<file path="src/rtl/cpu_seq_if.sv">
// Sequencer handshake bundle: run control in, datapath strobes out.
// instr_cnt exists only when CPU_SEQ_INSTR_CNT_EN is defined.
interface cpu_seq_if;
   logic        ena;
   logic [2:0]  opcode;
   logic        zero;
   logic        load_ir;
   logic        rd;
   logic        wr;
   logic        inc_pc;
   logic        load_pc;
   logic        load_acc;
   logic        datactl_ena;
   logic        halt;
`ifdef CPU_SEQ_INSTR_CNT_EN
   logic [15:0] instr_cnt;

   modport master (
      output ena, opcode, zero,
      input  load_ir, rd, wr, inc_pc,
      input  load_pc, load_acc,
      input  datactl_ena, halt,
      input  instr_cnt
   );

   modport slave (
      input  ena, opcode, zero,
      output load_ir, rd, wr, inc_pc,
      output load_pc, load_acc,
      output datactl_ena, halt,
      output instr_cnt
   );
`else
   modport master (
      output ena, opcode, zero,
      input  load_ir, rd, wr, inc_pc,
      input  load_pc, load_acc,
      input  datactl_ena, halt
   );

   modport slave (
      input  ena, opcode, zero,
      output load_ir, rd, wr, inc_pc,
      output load_pc, load_acc,
      output datactl_ena, halt
   );
`endif
endinterface

</file>
<file path="src/rtl/cpu_sequencer.sv">
// Eight-step instruction sequencer with HALTED state and registered strobes.
// Optional retired-instruction counter: define CPU_SEQ_INSTR_CNT_EN.
module cpu_sequencer (
   input  logic      clk1,
   input  logic      rst,
   cpu_seq_if.slave  bus
);

   typedef enum logic [3:0] {
      S0, S1, S2, S3, S4, S5, S6, S7, HALTED
   } state_t;

   localparam logic [2:0] HLT = 3'b000;
   localparam logic [2:0] SKZ = 3'b001;
   localparam logic [2:0] ADD = 3'b010;
   localparam logic [2:0] AND = 3'b011;
   localparam logic [2:0] XOR = 3'b100;
   localparam logic [2:0] LDA = 3'b101;
   localparam logic [2:0] STO = 3'b110;
   localparam logic [2:0] JMP = 3'b111;

   typedef struct packed {
      logic load_ir;
      logic rd;
      logic wr;
      logic inc_pc;
      logic load_pc;
      logic load_acc;
      logic datactl_ena;
      logic halt;
   } ctl_t;

   state_t state;
   state_t state_nx;
   ctl_t   ctl_q;
   ctl_t   ctl_d;
   logic   alu_op;
   logic   skip;

   assign alu_op = (bus.opcode == ADD) || (bus.opcode == AND) ||
                   (bus.opcode == XOR) || (bus.opcode == LDA);
   assign skip   = (bus.opcode == SKZ) && bus.zero;

   always_comb begin
      state_nx = S0;
      case (state)
         S0:      state_nx = S1;
         S1:      state_nx = S2;
         S2:      state_nx = S3;
         S3:      state_nx = (bus.opcode == HLT) ? HALTED : S4;
         S4:      state_nx = S5;
         S5:      state_nx = S6;
         S6:      state_nx = S7;
         S7:      state_nx = S0;
         HALTED:  state_nx = HALTED;
         default: state_nx = S0;
      endcase
   end

   // Strobes for the current step, registered so they appear one cycle later.
   always_comb begin
      ctl_d = '0;
      case (state)
         S0, S1: begin
            ctl_d.load_ir = 1'b1;
            ctl_d.rd      = 1'b1;
            ctl_d.inc_pc  = 1'b1;
         end
         S3: ctl_d.halt = (bus.opcode == HLT);
         S4: begin
            ctl_d.rd          = alu_op;
            ctl_d.load_pc     = (bus.opcode == JMP);
            ctl_d.datactl_ena = (bus.opcode == STO);
         end
         S5: begin
            ctl_d.rd          = alu_op;
            ctl_d.load_acc    = alu_op;
            ctl_d.load_pc     = (bus.opcode == JMP);
            ctl_d.inc_pc      = (bus.opcode == JMP) || skip;
            ctl_d.wr          = (bus.opcode == STO);
            ctl_d.datactl_ena = (bus.opcode == STO);
         end
         S6: begin
            ctl_d.rd          = alu_op;
            ctl_d.datactl_ena = (bus.opcode == STO);
         end
         S7:      ctl_d.inc_pc = skip;
         HALTED:  ctl_d.halt   = 1'b1;
         default: ctl_d = '0;
      endcase
   end

   always_ff @(posedge clk1) begin
      if (rst || !bus.ena) begin
         state <= S0;
         ctl_q <= '0;
      end else begin
         state <= state_nx;
         ctl_q <= ctl_d;
      end
   end

   assign bus.load_ir     = ctl_q.load_ir;
   assign bus.rd          = ctl_q.rd;
   assign bus.wr          = ctl_q.wr;
   assign bus.inc_pc      = ctl_q.inc_pc;
   assign bus.load_pc     = ctl_q.load_pc;
   assign bus.load_acc    = ctl_q.load_acc;
   assign bus.datactl_ena = ctl_q.datactl_ena;
   assign bus.halt        = ctl_q.halt;

`ifdef CPU_SEQ_INSTR_CNT_EN
   logic [15:0] cnt_q;

   // Only a completed S7->S0 step retires an instruction.
   always_ff @(posedge clk1) begin
      if (rst)
         cnt_q <= 16'h0000;
      else if (bus.ena && (state == S7))
         cnt_q <= cnt_q + 16'h0001;
   end

   assign bus.instr_cnt = cnt_q;
`endif

endmodule

</file>
<file path="src/flat_wrapper.sv">
// flat-port wrapper written by rule: the top's interface ports become plain ports
module cpu_sequencer_flat 
  (clk1, rst, bus_ena, bus_opcode, bus_zero, bus_load_ir, bus_rd, bus_wr, bus_inc_pc, bus_load_pc, bus_load_acc, bus_datactl_ena, bus_halt);
  cpu_seq_if bus_i ();
  input  logic clk1;
  input  logic rst;
  input wire logic [$bits(bus_i.ena)-1:0] bus_ena;
  input wire logic [$bits(bus_i.opcode)-1:0] bus_opcode;
  input wire logic [$bits(bus_i.zero)-1:0] bus_zero;
  output wire logic [$bits(bus_i.load_ir)-1:0] bus_load_ir;
  output wire logic [$bits(bus_i.rd)-1:0] bus_rd;
  output wire logic [$bits(bus_i.wr)-1:0] bus_wr;
  output wire logic [$bits(bus_i.inc_pc)-1:0] bus_inc_pc;
  output wire logic [$bits(bus_i.load_pc)-1:0] bus_load_pc;
  output wire logic [$bits(bus_i.load_acc)-1:0] bus_load_acc;
  output wire logic [$bits(bus_i.datactl_ena)-1:0] bus_datactl_ena;
  output wire logic [$bits(bus_i.halt)-1:0] bus_halt;
  assign bus_i.ena = bus_ena;
  assign bus_i.opcode = bus_opcode;
  assign bus_i.zero = bus_zero;
  assign bus_load_ir = bus_i.load_ir;
  assign bus_rd = bus_i.rd;
  assign bus_wr = bus_i.wr;
  assign bus_inc_pc = bus_i.inc_pc;
  assign bus_load_pc = bus_i.load_pc;
  assign bus_load_acc = bus_i.load_acc;
  assign bus_datactl_ena = bus_i.datactl_ena;
  assign bus_halt = bus_i.halt;
  cpu_sequencer u_core (.clk1(clk1), .rst(rst), .bus(bus_i));
endmodule
</file>
<file path="config.mk">
export PLATFORM = sky130hd
export DESIGN_NAME = cpu_sequencer_flat
export DESIGN_NICKNAME = d
export VERILOG_FILES = /design/src/rtl/cpu_seq_if.sv /design/src/rtl/cpu_sequencer.sv /design/src/flat_wrapper.sv
export SDC_FILE = /design/constraint.sdc
export NUM_CORES = 1
export LEC_CHECK = 0
export CAP_MARGIN = 20
export CORE_ASPECT_RATIO = 0.8
export CORE_MARGIN = 2
export CORE_UTILIZATION = 25
export CTS_CLUSTER_DIAMETER = 50
export DETAILED_ROUTE_END_ITERATION = 16
export SYNTH_ARGS = -nofsm -noshare
export SYNTH_HDL_FRONTEND = slang
export SYNTH_SLANG_ARGS = --single-unit
</file>
<file path="constraint.sdc">
create_clock -name clk1 -period 3.5 [get_ports clk1]
set_clock_uncertainty 0.2 [all_clocks]
set_input_delay 0.7 -clock clk1 [delete_from_list [all_inputs] [get_ports clk1]]
set_output_delay 0.7 -clock clk1 [all_outputs]
set_load 0.05 [all_outputs]
</file>
==> results.txt, run 1 <==
----------------------------------------------------
[STA]
  Minimum period implied by the final worst setup slack ... between 2 and 2.5 ns
  Final Hold Vio Count ... 0
  Max-slew violation count ... 0
  Worst Tran Pin Value ... slightly below 0.5 ns
  Portion of the clock cycle consumed by the worst path in the final layout ... around two thirds
  Aggregate negative setup slack ... 0 ns
  Highest Clock Rate ... between 400 and 500 MHz
  # setup viols final ... 0
  Setup repair after global routing missed its margin ... false
  Max-slew headroom at the worst pin ... 67.2%

[Global routing]
  Largest net degree at the start of global routing ... 9
  Vias in the first global route ... between 300 and 400
  Initial antenna violation count ... 0
  Total global routing track utilization ... 8.64%
  Residual overflow from global routing ... 0
  Wire length of the first global-routing pass ... between 1 and 1.5 mm

[Synth]
  Number of instances in the synthesized netlist ... 43
  Number of nets produced by synthesis ... 50
  Commonest cells in the synthesized netlist ... dfxtp_1, nor3_1, nand2_1, nand2b_1
  Largest cells by area after synthesis ... dfxtp_1, nor3_1, nand2b_1
  Yosys top cell by area ... dfxtp_1
  Number of flops mapped to enable cells by yosys ... 0
  Sequential share of the synthesized area ... between 50% and 60%
  Async set-or-reset flop fraction in the synthesized netlist ... 0%
  Area share of the largest cell type after synthesis ... between 50% and 60%
  Top-count cell post-synth ... dfxtp_1
  Average footprint of a synthesized cell ... between 10 and 15 µm²
  #FFs+latches synth ... 12
  Warning count from the yosys run ... 0
  Netlist Area Pre-Place ... ~440 µm²
  Primary flip-flop cell chosen by synthesis mapping ... dfxtp_1
  Number of different library cells in the post-synthesis netlist ... 22

[Power and ir drop]
  Static Leak ... approximately 0.00022 µW
  Pwr Density ... ~440 nW/µm²
  Worst vdd ir ... between 0.15 and 0.2 mV

[Critical path]
  Worst path top cell family by delay ... buffers and inverters
  Slowest stage cell, crit path ... clkdlybuf4s50_1
  Data arrival time at the worst-slack endpoint ... approximately 1.4 ns
  Maximum fanout count along the critical path ... 1
  Required time of the critical path ... about 2.6 ns
  Worst Setup Path Type ... register to primary output
  Largest incremental delay on the critical path ... just under 0.8 ns
  Critical-path cell list ... clkdlybuf4s50_1
  Endpoint class of the critical path ... primary output
  Startpoint type of the worst setup path ... register
  Count of buffer and inverter cells on the critical path ... 1

[Clock network]
  Setup bufs post-CTS ... 0
  Post-cts hold buffer count ... 0
  Clock input transition at the sequential cells of the worst setup and hold paths ... around 0.070 ns
  Clock sink count ... 12
  Number of buffers on the longest clock path ... 2
  Skew-Pair Late Insertion Delay ... ~0.27 ns
  Total number of H-tree levels ... 1
  Number of buffers added by the clock tree synthesis step ... 3
  Cell at the root of the clock tree ... clkbuf_4
  TritonCTS clock tree ... yes
  Total of cells resized after clock tree synthesis ... 0

[Placement]
  Gp weighted congestion ... between 0.7 and 0.8
  Total placed cells including tap cells ... 77
  Dpl hpwl ... roughly 600 µm
  IO buf count ... 14

[Route]
  Count of vias placed by the detailed router ... around 360
  Number of DRC markers after the initial detailed-route iteration ... 5
  Number of antenna-violating nets in the routed design ... 0
  Total wire length ... between 700 and 800 µm
  Detail-routed via count per cell ... around 4.5
  Number of detailed-route iterations in the first pass ... 2
  Post-detailed-route wirelength per cell ... approximately 9.6 µm
  Drt drc ... 0

[Cells and area]
  Fill cell total of the finished layout ... 161
  Net total in the final layout ... between 60 and 70
  Synthesis-to-layout area growth ... 44.7%
  Share of post-route cells with drive strength above 1 ... 11.9%
  Final std cells w/o fill ... a little over 80
  Total inserted antenna cells ... 0

[Floorplanning]
  Die Y-Extent ... 41.5 µm
  Area of the die ... 2110 µm²
  I/O pin count ... 15
  X dimension of the die ... just over 50 µm
  Number of placement rows ... 13
  Core outline area ... 1640 µm²
  Starting density of the core ... between 20% and 30%

[Outcome]
  Status ... completed

[Min path]
  Type of the most critical hold path ... register to register

[Flow run]
  Max-cap viol count ... 0

----------------------------------------------------
[area by class of cell]
cell class              instances  area, µm²  area share (%)
clock buffers                   4       36.3            5.71
inverters                       1       3.75           0.591
multi-input cells              28        188            29.5
flip-flops and latches         12        240            37.8
well taps                      22       27.5            4.33
repair buffers                 14        140            22.0
[placed cells by master, fill, tap and decap left out, drive strengths merged]
| master | Yosys | routed |
|---|---|---|
| and4bb | 1 | 1 |
| nor4 | 1 | 1 |
| dfxtp | 12 | 12 |
| o32a | 1 | 1 |
| clkbuf | 2 | 4 |
| a21oi | 1 | 1 |
| a211oi | 1 | 1 |
| nand2b | 3 | 3 |
| nand3 | 1 | 1 |
| nor3b | 1 | 1 |
| or3 | 1 | 1 |
| inv | 1 | 1 |
| clkdlybuf4s50 | 0 | 14 |
| a31o | 2 | 2 |
| xnor2 | 1 | 1 |
| nand2 | 3 | 3 |
| nor2 | 2 | 2 |
| nor3 | 4 | 4 |
| nand4b | 1 | 1 |
| o41ai | 1 | 1 |
| nand4 | 1 | 1 |
| xor2 | 1 | 1 |
| or4bb | 1 | 1 |
[cell families after synthesis]
group | Yosys count | share of synthesized area, %
AOI/OAI and AO/OA | 6 | 11.1
xor gates and xnor gates | 2 | 3.99
buffers and inverters | 3 | 2.56
DFF | 12 | 54.7
and+or+nand+nor | 20 | 27.6
[power by group]
part	internal (µW)	switching [µW]
clock network	63.2	43.1
logic	14.0	14.8
registers	140	2.89
total	217	60.8
[stage by stage]
| step | util (%) | area [µm²] | hold slack (ns) | total power [µW] | setup slack, ns |
|---|---|---|---|---|---|
| after floorplan | - | 439 | 0.280 | 161 | 1.70 |
| after global placement | 36.5 | 599 | 0.331 | 175 | 1.20 |
| after detailed placement | 36.5 | 599 | 0.334 | 175 | 1.18 |
| after CTS | 38.7 | 636 | 0.344 | 280 | 1.22 |
| after global routing | 38.7 | 636 | 0.383 | 292 | 1.19 |
| final | 38.7 | 636 | 0.348 | 278 | 1.23 |
[path summary, 6_finish.rpt]
path              startpoint           endpoint  slack, ns  depth (start not counted)
min          u_core.state[2]    u_core.state[2]       0.35                          2
min reg2reg  u_core.state[2]    u_core.state[2]       0.35                          2
max          u_core.bus.halt           bus_halt       1.23                          1
max reg2reg  u_core.state[0]  u_core.bus.inc_pc       2.09                          3
[flip-flops by register name, summed over array words and instances (netlist names)]
signal / cells
u_core.bus.halt: 1
u_core.bus.rd: 1
u_core.bus.load_ir: 1
u_core.state: 4
u_core.bus.inc_pc: 1
u_core.bus.datactl_ena: 1
u_core.bus.load_acc: 1
u_core.bus.load_pc: 1
u_core.bus.wr: 1
[per-layer routing]
layer | share of wire, % | wire (µm) | vias up | track usage, %
met3 | 4.2 | 33 | 2 | 1.08
li1 | - | - | 189 | -
met4 | 1.4 | 11 | 0 | 6.49
met5 | 0 | 0 | - | 0
met2 | 39 | 304 | 12 | 11.8
met1 | 55 | 431 | 158 | 12.2
No activity file was read; power rests on OpenSTA's default activity.
==> run 2, diff against run 1 <==
==> constraint.sdc (replaced) <==
create_clock -name clk1 -period 2 [get_ports clk1]
set_clock_uncertainty 0.2 [all_clocks]
set_input_delay 0.4 -clock clk1 [delete_from_list [all_inputs] [get_ports clk1]]
set_output_delay 0.4 -clock clk1 [all_outputs]
set_load 0.05 [all_outputs]
==> run 2 against run 1 <==
Against the previous run: largest power group unchanged; die area unchanged; power up 78%; setup slack worse by 0.99 ns; final cell count up 6.2%; count of clock-buffer cells in the layout unchanged; via count up 8.9%; non-clock buffer count up 5; cell area up 2.8%; clock power up 76%; sequential cell count unchanged; critical path depth up 3; global-route usage up 0.62 points.
==> results.txt, run 2 (same netlist as run 1, synthesis figures left out) <==
----------------------------------------------------
[Power and ir drop]
  Cell-internal power ... between 300 and 400 µW
  Static Leak ... 0.000254 µW
  Pwr Total ... about 490 µW
  Proportion of total power due to net switching ... around 22%
  Gate power share ... roughly 12%
  Power spent charging and discharging nets ... 109 µW
  Pwr Density ... 755 nW/µm²
  Part of the power in the clock network ... 37.8%
  Worst vdd ir ... 0.315 mV
  Sequential group share of total power ... between 50% and 60%

[Placement]
  Gp weighted congestion ... about 0.75
  IO buf count ... 14
  Dpl cell area ... roughly 620 µm²
  Dpl hpwl ... between 700 and 800 µm
  Total placed cells including tap cells ... between 80 and 90

[Cells and area]
  Final std cells w/o fill ... 86
  Net total in the final layout ... 72
  Final design area excluding fillers ... roughly 650 µm²
  Fill cell total of the finished layout ... 166
  Total inserted antenna cells ... 0
  Leading cell type in the layout, fill and taps excluded ... buf_4
  Footprint of the multi-input gates ... ~190 µm²
  Share of post-route cells with drive strength above 1 ... about 31%
  Area of all sequential standard cells ... ~240 µm²
  Final core utilization ... between 30% and 40%
  Number of flip-flops under the largest register name ... 4
  Register name with the most flops ... u_core.state
  Synthesis-to-layout area growth ... 48.7%
  Commonest cells after routing, fill and taps aside ... buf_4, dfxtp_1, clkdlybuf4s50_1

[Min path]
  Type of the most critical hold path ... register to register

[Global routing]
  Residual overflow from global routing ... 0
  Largest net degree at the start of global routing ... 9
  Initial antenna violation count ... 0
  Vias in the first global route ... 332
  Wire length of the first global-routing pass ... 1.41 mm
  Total global routing track utilization ... 9.26%

[Clock network]
  Clock input transition at the sequential cells of the worst setup and hold paths ... ~0.070 ns
  Clock sink count ... 12
  Cell at the root of the clock tree ... clkbuf_4
  Setup bufs post-CTS ... 0
  Post-cts hold buffer count ... 0
  Number of buffers on the longest clock path ... 2
  Total of cells resized after clock tree synthesis ... 0
  Total number of H-tree levels ... 1
  Number of buffers added by the clock tree synthesis step ... 3
  TritonCTS clock tree ... yes
  Skew-Pair Late Insertion Delay ... ~0.27 ns

[STA]
  Minimum period implied by the final worst setup slack ... approximately 1.8 ns
  Worst Tran Pin Value ... approximately 0.32 ns
  # setup viols final ... 0
  Aggregate negative setup slack ... 0 ns
  Highest Clock Rate ... 567 MHz
  Portion of the clock cycle consumed by the worst path in the final layout ... between 80% and 90%
  Max-slew violation count ... 0
  Final Hold Vio Count ... 0
  Max-slew headroom at the worst pin ... about 79%
  Setup repair after global routing missed its margin ... false

[Floorplanning]
  Area of the die ... roughly 2100 µm²
  Die Y-Extent ... about 41 µm
  X dimension of the die ... between 50 and 60 µm
  Starting density of the core ... between 20% and 30%
  Number of placement rows ... 13
  Core outline area ... roughly 1600 µm²
  I/O pin count ... 15

[Route]
  Detail-routed via count per cell ... approximately 4.6
  Number of detailed-route iterations in the first pass ... 4
  Number of antenna-violating nets in the routed design ... 0
  Post-detailed-route wirelength per cell ... roughly 11 µm
  Drt drc ... 0
  Count of vias placed by the detailed router ... 393
  Total wire length ... about 910 µm
  Number of DRC markers after the initial detailed-route iteration ... 15

[Critical path]
  Maximum fanout count along the critical path ... 3
  Required time of the critical path ... around 2.0 ns
  Startpoint type of the worst setup path ... input pin
  Endpoint class of the critical path ... register
  Worst Setup Path Type ... input pin to register
  Data arrival time at the worst-slack endpoint ... ~1.7 ns

[Outcome]
  Status ... completed

[Flow run]
  Max-cap viol count ... 0

----------------------------------------------------
run 2: critical path, stage by stage:
cell	delay, ns
clkdlybuf4s50_1	0.43
or3_1	0.40
o32a_1	0.35
nor3_1	0.17
run 2: metal layers:
metal,vias to the layer above,global-route usage [%],part of all wire [%]
li1,201,-,-
met1,177,12.0,50
met2,13,12.6,44
met3,2,1.08,4.1
met4,0,9.73,2.1
met5,-,0,0
run 2: layout make-up:
cell class | count | area share (%)
inverters | 1 | 0.575
flip-flops and latches | 12 | 36.8
repair buffers | 19 | 24.1
clock buffers | 4 | 5.56
well taps | 22 | 4.21
multi-input cells | 28 | 28.7
run 2: path summary, 6_finish.rpt:
path | startpoint | to | slack [ns] | depth (start not counted)
hold reg to reg | u_core.state[2] | u_core.state[2] | 0.35 | 2
hold / removal | u_core.state[2] | u_core.state[2] | 0.35 | 2
setup reg to reg | u_core.state[1] | u_core.bus.halt | 0.56 | 3
setup / recovery | bus_opcode[0] | u_core.bus.halt | 0.24 | 4
run 2: power by group through the flow:
stage                     clock [µW]  combinational [µW]  sequential (µW)
after floorplan                    0                17.5              265
after CTS                        193                56.7              250
after global routing             204                60.4              250
after detailed placement           0                56.6              256
final                            187                56.6              250
after global placement             0                56.5              255
run 2: through the flow:
| stage | setup WS [ns] | hold WS (ns) |
|---|---|---|
| floorplan | 0.505 | 0.280 |
| global placement | 0.0391 | 0.329 |
| finish | 0.237 | 0.354 |
| CTS | 0.228 | 0.351 |
| detailed placement | -0.0552 | 0.344 |
| global route | 0.137 | 0.387 |
==> edit: new RTL, flow settings as in run 2 <==
The 9 states of `state_t` get a Gray code encoding in 4 bits.
--- a/src/rtl/cpu_sequencer.sv
+++ b/src/rtl/cpu_sequencer.sv
@@ -9,3 +9,3 @@
    typedef enum logic [3:0] {
-      S0, S1, S2, S3, S4, S5, S6, S7, HALTED
+      S0 = 4'b0000, S1 = 4'b0001, S2 = 4'b0011, S3 = 4'b0010, S4 = 4'b0110, S5 = 4'b0111, S6 = 4'b0101, S7 = 4'b0100, HALTED = 4'b1100
    } state_t;
Formal check against the unedited RTL: no difference found for any inputs over 10 cycles, from zero or initial values; not proved beyond that.
==> edit against run 2 <==
- setup slack better by 0.098 ns
- synthesized area up 10%
- clock power grew 3%
- design area grew 5.6%
- global-route usage barely moved
- critical path depth unchanged
- sequential cell count stayed put
- power rose by 3.5%
- highest routed layer unchanged
- sequential share of layout area decreased by 1.9 points
- critical endpoint is now u_core.bus.inc_pc
- routed wire length grew 3.9%
==> edit: results (changes against run 2) <==
stage	metric	value	unit	change
global_routing	grt_util_all_layers	0.09249		-0.0001349
finish	n_antenna_cell	0		unchanged
synthesis	synth_cell_type_count	25		+14%
global_routing	antenna_found_initial	0		unchanged
finish	top_register	u_core.state		
hold_path	min_path_type	register to register		
place	io_buffers	14		unchanged
finish	final_net_count	79		+9.7%
global_routing	grt_max_degree	11		+2
timing	max_slew_margin	0.7993		+0.01261
synthesis	seq_area_frac_synth	0.4974		-0.04960
critical_path	max_stage_delay	0.47	ns	+0.04 ns
finish	largest_reg_flops	4		unchanged
place	place_ws	0.05290	ns	+0.1081 ns
synthesis	synth_compound_area_frac	0.09326		-0.01785
global_routing	grt_pass1_wl	1.449	mm	+2.5%
synthesis	synth_common_cells	dfxtp_1 (12), nor3_1 (7), nand2_1 (3), nor2_1 (3), nor4_1 (3)		
power	vdd_drop_max	0.2891	mV	-8.3%
route	vias_per_cell	4.358		-4.6%
clocking	clockBufferDepth	2		unchanged
route	initialDrtViolationCount	2		-13
clocking	post_cts_resized	0		unchanged
clocking	clkTransAtPathRegs	0.08	ns	
clocking	cts_buffers	3		unchanged
critical_path	crit_family	simple AND/OR/NAND/NOR gates		
synthesis	synth-xor-area-share	0.03627		-0.003617
clocking	htreeDepth	1		unchanged
critical_path	cp_max_fo	2		-1
route	wl	944	um	+3.9%
synthesis	synthArstFlopShare	0		unchanged
clocking	clock_latency	0.27	ns	about the same
synthesis	synth_area_leaders	dfxtp_1 (50%), nor3_1 (7.3%), nor4_1 (3.9%)		
place	place.gp.congestion	0.7609		+1.2%
power	p_leak	0.2794	nW	+10%
synthesis	yosys.area_share.adder	0		unchanged
route	firstDrtPassIters	3		-1
clocking	cts_setup_buffers	0		unchanged
clocking	root_buffer	clkbuf_4		
critical_path	arrival	1.66	ns	-0.08 ns
finish	drive_gt1_frac	0.2817		-0.03081
critical_path	cp_slowest_cell	clkdlybuf4s50_1		
synthesis	synth_mux_area_frac	0		unchanged
place	hpwl	742.1	um	+3.8%
synthesis	yosys_warnings	0		unchanged
outcome	status	complete, no violations		
synthesis	synth_nets	58		+16%
global_routing	grt_pass1_vias	346		+4.2%
[edit: worst paths after layout]
kind                                      start                  to  slack, ns  cells after the start
worst max register to register  u_core.state[3]   u_core.bus.inc_pc       0.58                      3
worst min register to register  u_core.state[1]  u_core.bus.load_pc       0.37                      2
worst min-delay path            u_core.state[1]  u_core.bus.load_pc       0.37                      2
worst max-delay path                    bus_ena   u_core.bus.inc_pc       0.33                      4
[edit: report_power, final]
group | total [mW] | switching [mW] | internal [mW]
clock network | 0.192 | 0.0809 | 0.111
logic | 0.0661 | 0.0330 | 0.0331
registers | 0.253 | 0.00722 | 0.245
[edit: through the flow]
stage,area [um2],cells,hold slack (ns)
3_5_place_dp,653.1,91,0.3576
2_1_floorplan,483.0,51,0.2785
6_report,689.4,95,0.3718
3_3_place_gp,653.1,91,0.3592
5_1_grt,689.4,95,0.4226
4_1_cts,689.4,95,0.3742
[edit: worst min-delay path: stages, from the launching register on]
cell and delay [ns]:
dfxtp_1 0.39, nand2_1 0.09, nor3_1 0.04
[edit: metal layers]
| layer | vias up | GRT usage | share of wire |
|---|---|---|---|
| met4 | 0 | 0.06154 | 0.0085 |
| met3 | 2 | 0.05282 | 0.094 |
| li1 | 224 | - | - |
| met1 | 176 | 0.1058 | 0.46 |
| met2 | 12 | 0.1300 | 0.43 |
| met5 | - | 0 | 0 |
[edit: cells by family (layout without fill, tap and decap cells)]
family	count (synthesis)	count (layout)
AOI/OAI and AO/OA	6	6
DFF	12	12
and+or+nand+nor	27	27
buffers and inverters	4	24
xor gates and xnor gates	2	2
[edit: area by class of cell]
class | instances | area [um2]
timing repair buffer | 18 | 150.1
sequential | 12 | 240.2
multi-input combinational | 35 | 225.2
inverter | 2 | 7.507
tap | 24 | 30.03
clock buffer | 4 | 36.28
fill | 194 | 1167
